$ cat config.mk
export PLATFORM = sky130hd
export DESIGN_NAME = addsub_accum
export DESIGN_NICKNAME = d
export VERILOG_FILES = /design/src/rtl/addsub_accum.sv
export SDC_FILE = /design/constraint.sdc
export NUM_CORES = 1
export LEC_CHECK = 0
export CAP_MARGIN = 10
export CORE_UTILIZATION = 53
export CTS_CLUSTER_SIZE = 30
export DETAILED_ROUTE_END_ITERATION = 10
export PLACE_DENSITY_LB_ADDON = 0.15
export SLEW_MARGIN = 20
export SYNTH_ARGS = -nofsm -noshare
export SYNTH_HDL_FRONTEND = slang
export SYNTH_SLANG_ARGS = --single-unit
$ cat constraint.sdc
create_clock -name clk -period 14.9 [get_ports clk]
set_input_delay 4.47 -clock clk [delete_from_list [all_inputs] [get_ports clk]]
set_output_delay 4.47 -clock clk [all_outputs]
set_load 0.03 [all_outputs]
$ cat src/rtl/addsub_accum.sv
// addsub_accum: register/control stage around the ripple adder/subtractor addsub32.
//
// A command (ADD, SUB, LOAD, CLEAR) is taken over a valid/ready handshake.
// LOAD and CLEAR complete on the accept edge. ADD/SUB launch the accumulator
// and a registered operand into addsub32. The block then waits SETTLE_CYCLES
// clock edges for the ripple chain to settle before capturing the result.
//
// Ports:
//   clk        system clock, rising edge
//   rst        asynchronous, active-high reset
//   in_valid   command present
//   in_ready   block can accept a command (IDLE and not in reset)
//   in_op      00 ADD, 01 SUB, 10 LOAD, 11 CLEAR
//   in_data    operand for ADD/SUB, value for LOAD
//   acc        accumulator (registered)
//   carry      registered cout of last ADD/SUB (SUB: 1 = no borrow)
//   ovf        registered signed overflow of last ADD/SUB
//   sticky_ovf OR of all ovf since last CLEAR/reset
//   out_valid  one-cycle completion pulse
//   busy       ADD/SUB in flight
//   op_count   completed ADD/SUB count, wraps

// addsub32: combinational 32-bit ripple-carry adder/subtractor.
// SUB=1 computes A-B as A + ~B + 1. V is signed overflow.
module addsub32 (
    input  logic [31:0] A,
    input  logic [31:0] B,
    input  logic        SUB,
    output logic [31:0] ans,
    output logic        cout,
    output logic        V
);
    logic [32:0] c_s;
    logic [31:0] bx_s;

    assign bx_s   = B ^ {32{SUB}};
    assign c_s[0] = SUB;

    for (genvar i = 0; i < 32; i++) begin : g_fa
        assign ans[i]   = A[i] ^ bx_s[i] ^ c_s[i];
        assign c_s[i+1] = (A[i] & bx_s[i]) | (c_s[i] & (A[i] ^ bx_s[i]));
    end

    assign cout = c_s[32];
    // Signed overflow: carry into the sign bit differs from carry out of it.
    assign V    = c_s[32] ^ c_s[31];
endmodule

module addsub_accum #(
    parameter int SETTLE_CYCLES = 8,
    parameter int CNT_W         = 16
) (
    input  logic             clk,
    input  logic             rst,
    input  logic             in_valid,
    output logic             in_ready,
    input  logic [1:0]       in_op,
    input  logic [31:0]      in_data,
    output logic [31:0]      acc,
    output logic             carry,
    output logic             ovf,
    output logic             sticky_ovf,
    output logic             out_valid,
    output logic             busy,
    output logic [CNT_W-1:0] op_count
);
    typedef enum logic {
        IDLE   = 1'b0,
        SETTLE = 1'b1
    } state_t;

    localparam logic [1:0] OP_ADD   = 2'b00;
    localparam logic [1:0] OP_SUB   = 2'b01;
    localparam logic [1:0] OP_LOAD  = 2'b10;
    localparam logic [1:0] OP_CLEAR = 2'b11;

    // Counter only has to hold SETTLE_CYCLES-1.
    localparam int            CW       = (SETTLE_CYCLES > 1) ? $clog2(SETTLE_CYCLES) : 1;
    localparam logic [CW-1:0] CNT_INIT = CW'(SETTLE_CYCLES - 1);

    state_t             state_r, state_s;
    logic [CW-1:0]      cnt_r, cnt_s;
    logic [31:0]        opnd_r, opnd_s;
    logic               sub_r, sub_s;
    logic [31:0]        acc_r, acc_s;
    logic               carry_r, carry_s;
    logic               ovf_r, ovf_s;
    logic               sticky_r, sticky_s;
    logic               outv_r, outv_s;
    logic [CNT_W-1:0]   opcnt_r, opcnt_s;

    logic [31:0]        ans_s;
    logic               cout_s;
    logic               v_s;

    // Adder inputs come straight from registers that are frozen during SETTLE.
    addsub32 u_addsub32 (
        .A    (acc_r),
        .B    (opnd_r),
        .SUB  (sub_r),
        .ans  (ans_s),
        .cout (cout_s),
        .V    (v_s)
    );

    // Next-state and datapath update for command accept and result capture.
    always_comb begin
        state_s  = state_r;
        cnt_s    = cnt_r;
        opnd_s   = opnd_r;
        sub_s    = sub_r;
        acc_s    = acc_r;
        carry_s  = carry_r;
        ovf_s    = ovf_r;
        sticky_s = sticky_r;
        outv_s   = 1'b0;
        opcnt_s  = opcnt_r;

        case (state_r)
            IDLE: begin
                // in_ready is high throughout IDLE outside reset, so in_valid alone accepts.
                if (in_valid) begin
                    case (in_op)
                        OP_ADD, OP_SUB: begin
                            opnd_s  = in_data;
                            sub_s   = in_op[0];
                            cnt_s   = CNT_INIT;
                            state_s = SETTLE;
                        end
                        OP_LOAD: begin
                            acc_s   = in_data;
                            carry_s = 1'b0;
                            ovf_s   = 1'b0;
                            outv_s  = 1'b1;
                        end
                        OP_CLEAR: begin
                            acc_s    = 32'h0000_0000;
                            carry_s  = 1'b0;
                            ovf_s    = 1'b0;
                            sticky_s = 1'b0;
                            outv_s   = 1'b1;
                        end
                        default: begin
                            state_s = IDLE;
                        end
                    endcase
                end else begin
                    state_s = IDLE;
                end
            end
            SETTLE: begin
                if (cnt_r != {CW{1'b0}}) begin
                    cnt_s = cnt_r - CW'(1);
                end else begin
                    acc_s    = ans_s;
                    carry_s  = cout_s;
                    ovf_s    = v_s;
                    sticky_s = sticky_r | v_s;
                    opcnt_s  = opcnt_r + CNT_W'(1);
                    outv_s   = 1'b1;
                    state_s  = IDLE;
                end
            end
            default: begin
                state_s = IDLE;
            end
        endcase
    end

    // State and datapath registers; reset aborts any operation in flight.
    always_ff @(posedge clk or posedge rst) begin
        if (rst) begin
            state_r  <= IDLE;
            cnt_r    <= {CW{1'b0}};
            opnd_r   <= 32'h0000_0000;
            sub_r    <= 1'b0;
            acc_r    <= 32'h0000_0000;
            carry_r  <= 1'b0;
            ovf_r    <= 1'b0;
            sticky_r <= 1'b0;
            outv_r   <= 1'b0;
            opcnt_r  <= {CNT_W{1'b0}};
        end else begin
            state_r  <= state_s;
            cnt_r    <= cnt_s;
            opnd_r   <= opnd_s;
            sub_r    <= sub_s;
            acc_r    <= acc_s;
            carry_r  <= carry_s;
            ovf_r    <= ovf_s;
            sticky_r <= sticky_s;
            outv_r   <= outv_s;
            opcnt_r  <= opcnt_s;
        end
    end

    assign in_ready   = (state_r == IDLE) && !rst;
    assign busy       = (state_r == SETTLE);
    assign acc        = acc_r;
    assign carry      = carry_r;
    assign ovf        = ovf_r;
    assign sticky_ovf = sticky_r;
    assign out_valid  = outv_r;
    assign op_count   = opcnt_r;
endmodule

# ---- Word level (Yosys, flattened, before mapping)
# Cells that the tools add are included.
dict set report classes {
  n_addsub 2
  eq_ne 10
  muxes 26
  bitwise 165
  reduce_logical 12
}
# cell count
set op_table {}
lappend op_table {{$pmux W32 S2} 2}
lappend op_table {{$xor A1 B1 Y1} 65}
lappend op_table {{$and A1 B1 Y1} 64}
lappend op_table {{$mux W32} 2}
lappend op_table {{$or A1 B1 Y1} 33}
lappend op_table {{$xor A32 B32 Y32} 1}
lappend op_table {{$add A16 B1 Y16 const B} 1}
lappend op_table {{$reduce_and A3 Y1} 5}
lappend op_table {{$mux W1} 13}
lappend op_table {{$pmux W1 S2} 5}
lappend op_table {{$mux W3} 3}
lappend op_table {{$ne A2 B1 Y1 const B} 3}
lappend op_table {{$ne A2 B2 Y1 const B} 3}
lappend op_table {{$pmux W3 S2} 1}
lappend op_table {{$eq A2 B2 Y1 const B} 2}
lappend op_table {{$reduce_or A2 Y1} 2}
lappend op_table {{$ne A3 B1 Y1 const B} 1}
lappend op_table {{$reduce_bool A3 Y1} 1}
lappend op_table {{$sub A3 B1 Y3 const B} 1}
lappend op_table {{$eq A2 B1 Y1 const B} 1}
lappend op_table {{$logic_not A2 Y1} 1}
lappend op_table {{$not A1 Y1} 2}
lappend op_table {{$reduce_and A2 Y1} 1}
lappend op_table {{$logic_and A1 B1 Y1} 1}
lappend op_table {{$logic_not A1 Y1} 1}
dict set report totals {
  inputBits 37
  regBits 89
}

# ---- Longest topological paths before layout
# Gate-level depths: netlist of the first run.
dict set report depth {
  ltp_word 70
  ltp_mapped 39
  ltp_nobuf 37
}

# ---- Modules after synthesis
# From an unflattened synthesis of the first run, not the netlist that was laid out.
dict set report unflattened {
  hier_cells 511
  hier_area_um2 4972.3
}
# module n_inst cells_per_inst area_each_um2 seq_area_each_um2
set by_module_without_submodules {}
lappend by_module_without_submodules {addsub_accum 1 381 3747.3 2227.1}
lappend by_module_without_submodules {addsub32 1 130 1224.9 0.0}

# ---- Worst setup path after synthesis of the first run
# OpenSTA, ideal clock, no wires.
dict set report synth_path {
  path_type {reg-to-reg}
  startpoint {register sub_r}
  endpoint {register acc_r[31] (netlist: acc[31])}
  setup_slack_ps 1921
  t_arrival_ps 12843
  required_ps 14764
  stages_incl_launch_ff 38
  setup_time_ps 136
  cell_sequence {dfrtp_1 -> clkbuf_1 -> buf_1 -> mux2i_1 -> fa_1 -> fa_1 -> fa_1 -> fa_1 -> fa_1 -> fa_1 -> fa_1 -> fa_1 -> fa_1 -> fa_1 -> fa_1 -> fa_1 -> fa_1 -> fa_1 -> [2 not listed] -> fa_1 -> fa_1 -> fa_1 -> fa_1 -> fa_1 -> fa_1 -> fa_1 -> fa_1 -> fa_1 -> fa_1 -> fa_1 -> fa_1 -> inv_1 -> fa_1 -> fa_1 -> fa_1 -> a22oi_1 -> o21ai_0}
}
dict set report synth_between {
  elab_chain_len 67
  elab_cells_between_ends 129
  classes_between {mux: 2; bitwise: 127}
}
# element line
set synth_rtl {}
lappend synth_rtl {{from (decl)} 84} ;# logic sub_r, sub_s;
lappend synth_rtl {{from (signal assigned)} 187} ;# sub_r <= sub_s;
lappend synth_rtl {{$xor A32 B32 Y32} 36} ;# assign bx_s = B ^ {32{SUB}};
lappend synth_rtl {{$xor A1 B1 Y1} 41} ;# assign c_s[i+1] = (A[i] & bx_s[i]) | (c_s[i] & (A[i] ^ bx_s[i]));
lappend synth_rtl {{$and A1 B1 Y1} 41}
lappend synth_rtl {{$or A1 B1 Y1} 41}
lappend synth_rtl {{$and A1 B1 Y1} 41}
lappend synth_rtl {{$or A1 B1 Y1} 41}
lappend synth_rtl {{$and A1 B1 Y1} 41}
lappend synth_rtl {{$or A1 B1 Y1} 41}
lappend synth_rtl {{[51 not listed]} n/a}
lappend synth_rtl {{$or A1 B1 Y1} 41}
lappend synth_rtl {{$and A1 B1 Y1} 41}
lappend synth_rtl {{$or A1 B1 Y1} 41}
lappend synth_rtl {{$and A1 B1 Y1} 41}
lappend synth_rtl {{$or A1 B1 Y1} 41}
lappend synth_rtl {{$xor A1 B1 Y1 (*)} 40} ;# assign ans[i] = A[i] ^ bx_s[i] ^ c_s[i];
lappend synth_rtl {{$mux W32 (*)} 152} ;# if (cnt_r != {CW{1'b0}}) begin
lappend synth_rtl {{$pmux W32 S2 (*)} 119} ;# case (state_r)
lappend synth_rtl {{to (signal assigned)} 188} ;# acc_r <= acc_s;
lappend synth_rtl {{to (decl)} 85} ;# logic [31:0] acc_r, acc_s;
# Mark *: on every way between the ends. The rest lies on a longest branch, timed or not. The select of a mux whose other input is x is not followed.
# A chain may end at the register's enable or synchronous reset.

# ---- Worst setup path after layout of the first run
# Same ends and word-level chain as after synthesis.

==> impl_metrics.ini, run 1 <==
[synthesis]
yosys_warnings = 0
synth.lib_cells_used.distinct = 36
syn_nets = 484
synth.top_cells.by_area = dfrtp_1 46%, fa_1 13%, mux2_2 8.2%
syn-cell-area_um2 = 4805
post_synth_inst_count = 413
synth-seq-area-share_pct = 46.35
share_of_synthesized_flip_flops_with_an_asynchronous_set_or_reset_pct = 100.0
count_of_flip_flops_with_a_built_in_enable_after_synthesis = 0
synth-seq-cells = 89
synth_largest_area_cell = dfrtp_1
synth-main-ff-cell = dfrtp_1
synth.top_cells.by_count = 89 x dfrtp_1, 64 x inv_1, 38 x xnor2_1
post-synth-top-count-cell = dfrtp_1
synth_top_area_share_pct = 46.35
post_synth.cell_area_avg_um2 = 11.63

[routing]
dr_wl_met3_um = 367
routed_wl_um = 9220
route.layer.met1.wl_um = 4138
drc = 0
drtPass1Iterations = 4
dr_total_vias = 3269
wl_met2_um = 4626
dr.max_layer_used = met4
antenna_left = 0
avgRoutedWirePerCell_um = 15.14
route.detailed.vias_per_inst = 5.368
dr.first_iter.drc_count = 119

[sta]
setup_ws_ps = 1738
slew_violations = 0
layout_worst_path_cycle_share_pct = 88.34
final_period_minus_worst_setup_slack_ps = 13160
rsz0062_at_grt = no
fin_skew_ps = 10.85
setup_violations = 0
finalSetupTns_ps = 0
fmax_mhz = 75.97
relSlewSlack_pct = 41.37
tightestPinTransition_ps = 879.5
final_hold_viols = 0

[setup_path]
crit_path_max_incr_delay_ps = 560
critPathLaunchType = flip-flop
worstPathBufferInverterCount = 1
worst-r2r-setup-slack_ps = 1740
critical-path-top-cell-by-count = fa_1
worst-endpoint-required_ps = 15110
r2r_cells = 35
crit_path_top_delay_cell = dfrtp_2
r2r-end = acc[31]$_DFFE_PP0P_
critical_path_class = reg -> reg
cpLargestDelayFamily = adder cells
worst_setup_path_end_kind = flip-flop
worst-endpoint-arrival_ps = 13370
crit_path_max_fanout = 15
timing.rr.start = sub_r$_DFFE_PP0P_

[placement]
globalplace.congestion = 0.7431
post-place-ws_ps = 1752
place.port_buffers = 90
dp.final_hpwl_um = 6366
postPlaceCellArea_um2 = 5784

[power_and_ir_drop]
ir_drop_mv = 0.1369
pwr_density_cell_nw_per_um2 = 255.7
static-leakage-power_uw = 0.002668

[floorplanning]
die_width_um = 97.21
design.core.area_um2 = 8763
num_io_pins = 91
row_count = 34
floorplan.initialDensity_pct = 54.83
fp.dieArea_um2 = 9450
die_h_um = 97.21

[worst_hold_path]
min_path_type = reg -> reg
hold_path_depth = 1
worst_hold_startpoint = op_count[15]$_DFFE_PP0P_
hold_ep = op_count[15]$_DFFE_PP0P_

[clocking]
holdBufCountCts = 0
ctsRootBufferMaster = clkbuf_8
cts_htree_levels = 3
max-clock-path-buffers = 2
cts-resized-gates = 0
tritoncts_num_sinks = 89
tritoncts_clock_tree = built
postCtsSetupBuffers = 0
clk_pin_slew_worst_setup_hold_paths_ps = 90
clock_latency_ps = 350
numCtsBuffers = 9

[run]
maxCapViolCount = 0

[cells_and_area]
final-seq-area_um2 = 2230
final_area_um2 = 5983
multi_input_area_um2 = 2248
final_layout_size_suffix_gt1_share_pct = 12.80
fin_nets = 566
area_growth_pct = 24.53
fillcell_total = 686

[grt]
grt_pass1_vias = 3510
grt_pass1_wl_um = 16530
grt_antenna_before_repair = 1
groute.usage.overall_pct = 21.86
grt-ovfl-total = 0
grt_start_max_net_pins = 67

[run_status]
run_status = complete, no violations
[worst max path at each step]
stage / startpoint / endpoint / depth (start not counted)
after floorplan: sub_r$_DFFE_PP0P_ / acc[31]$_DFFE_PP0P_ / 37
after global placement: sub_r$_DFFE_PP0P_ / acc[31]$_DFFE_PP0P_ / 35
after detailed placement: sub_r$_DFFE_PP0P_ / acc[31]$_DFFE_PP0P_ / 35
after CTS: sub_r$_DFFE_PP0P_ / acc[31]$_DFFE_PP0P_ / 35
after global routing: sub_r$_DFFE_PP0P_ / acc[31]$_DFFE_PP0P_ / 35
final: sub_r$_DFFE_PP0P_ / acc[31]$_DFFE_PP0P_ / 35
[cell usage in the layout (no fill, tap or decap), types with 2 or more instances in the layout]
cell type	count
o21ai_0	5
clkinv_2	2
nor3_1	3
clkinvlp_4	2
ha_1	3
nor2_1	9
and4_1	2
clkdlybuf4s50_1	90
a221oi_1	29
nand2_1	17
a21oi_1	29
mux2_2	35
nand3_1	7
dfrtp_1	87
clkbuf_8	9
xor2_1	9
fa_1	31
buf_4	4
inv_1	63
xnor2_1	38
a22oi_1	3
dfrtp_2	2
nand4_1	2
[flip-flops by register name (all words and copies together), names as in the netlist]
signal,cells
ovf,1
op_count,16
carry,1
cnt_r,3
busy,1
out_valid,1
opnd_r,32
sticky_ovf,1
acc,32
sub_r,1
[area by class of cell]
type                            instances  share of cell area (%)
Timing Repair Buffer                   94                   15.56
Antenna cell                            1                 0.04182
Sequential cell                        89                   37.26
Tap cell                              108                   2.258
Clock buffer                           10                   2.133
Multi-Input combinational cell        237                   37.58
Clock inverter                          6                   1.129
Inverter                               64                   4.036
[power by group]
group	internal [uW]	switching [uW]	total, uW
Combinational	426	499	926
Clock	78.2	86.7	165
Sequential	345	94.2	439
[worst reg2reg max path: cells and delay by family (launching register included)]
family	cells	cell delay (ps)
AO/OA/AOI/OAI	2	280
XOR/XNOR	1	210
adder cells (fa/ha/maj)	31	11890
buffers and inverters	1	80
flip-flops	1	560
[metrics by stage]
stage	instances	util, %	hold WS, ps	power [uW]
4_1_cts	608	68.23	477.9	1550
6_report	609	68.28	474.5	1530
5_1_grt	609	68.28	514.9	1709
3_5_place_dp	592	66.01	465.6	1379
2_1_floorplan	413	-	480.6	1120
3_3_place_gp	592	66.01	460.0	1344
[layer usage]
layer	global-route usage (%)	vias up
li1	-	1536
met1	28.41	1652
met2	37.05	73
met3	3.309	8
met4	8.710	0
met5	0	-
[kinds of logic (layout without fill, tap and decap cells)]
logic type | Yosys count | count (layout) | synth area share, %
flops | 89 | 89 | 46.35
buf+inv | 87 | 174 | 7.109
compound gates | 71 | 71 | 10.08
simple gates | 49 | 49 | 5.781
xor+xnor | 47 | 47 | 8.568
mux | 36 | 36 | 8.412
fa+ha+maj | 34 | 34 | 13.70
other cells | 0 | 1 | 0
Note: power is estimated with default switching activity, not from simulation.
==> run 2: changes to the inputs <==
Settings changed: ABC_CLOCK_PERIOD_IN_PS from default to 14900.
==> results of run 2 <==
Same layout as run 1: the final DEF is identical, and so are final timing and power.
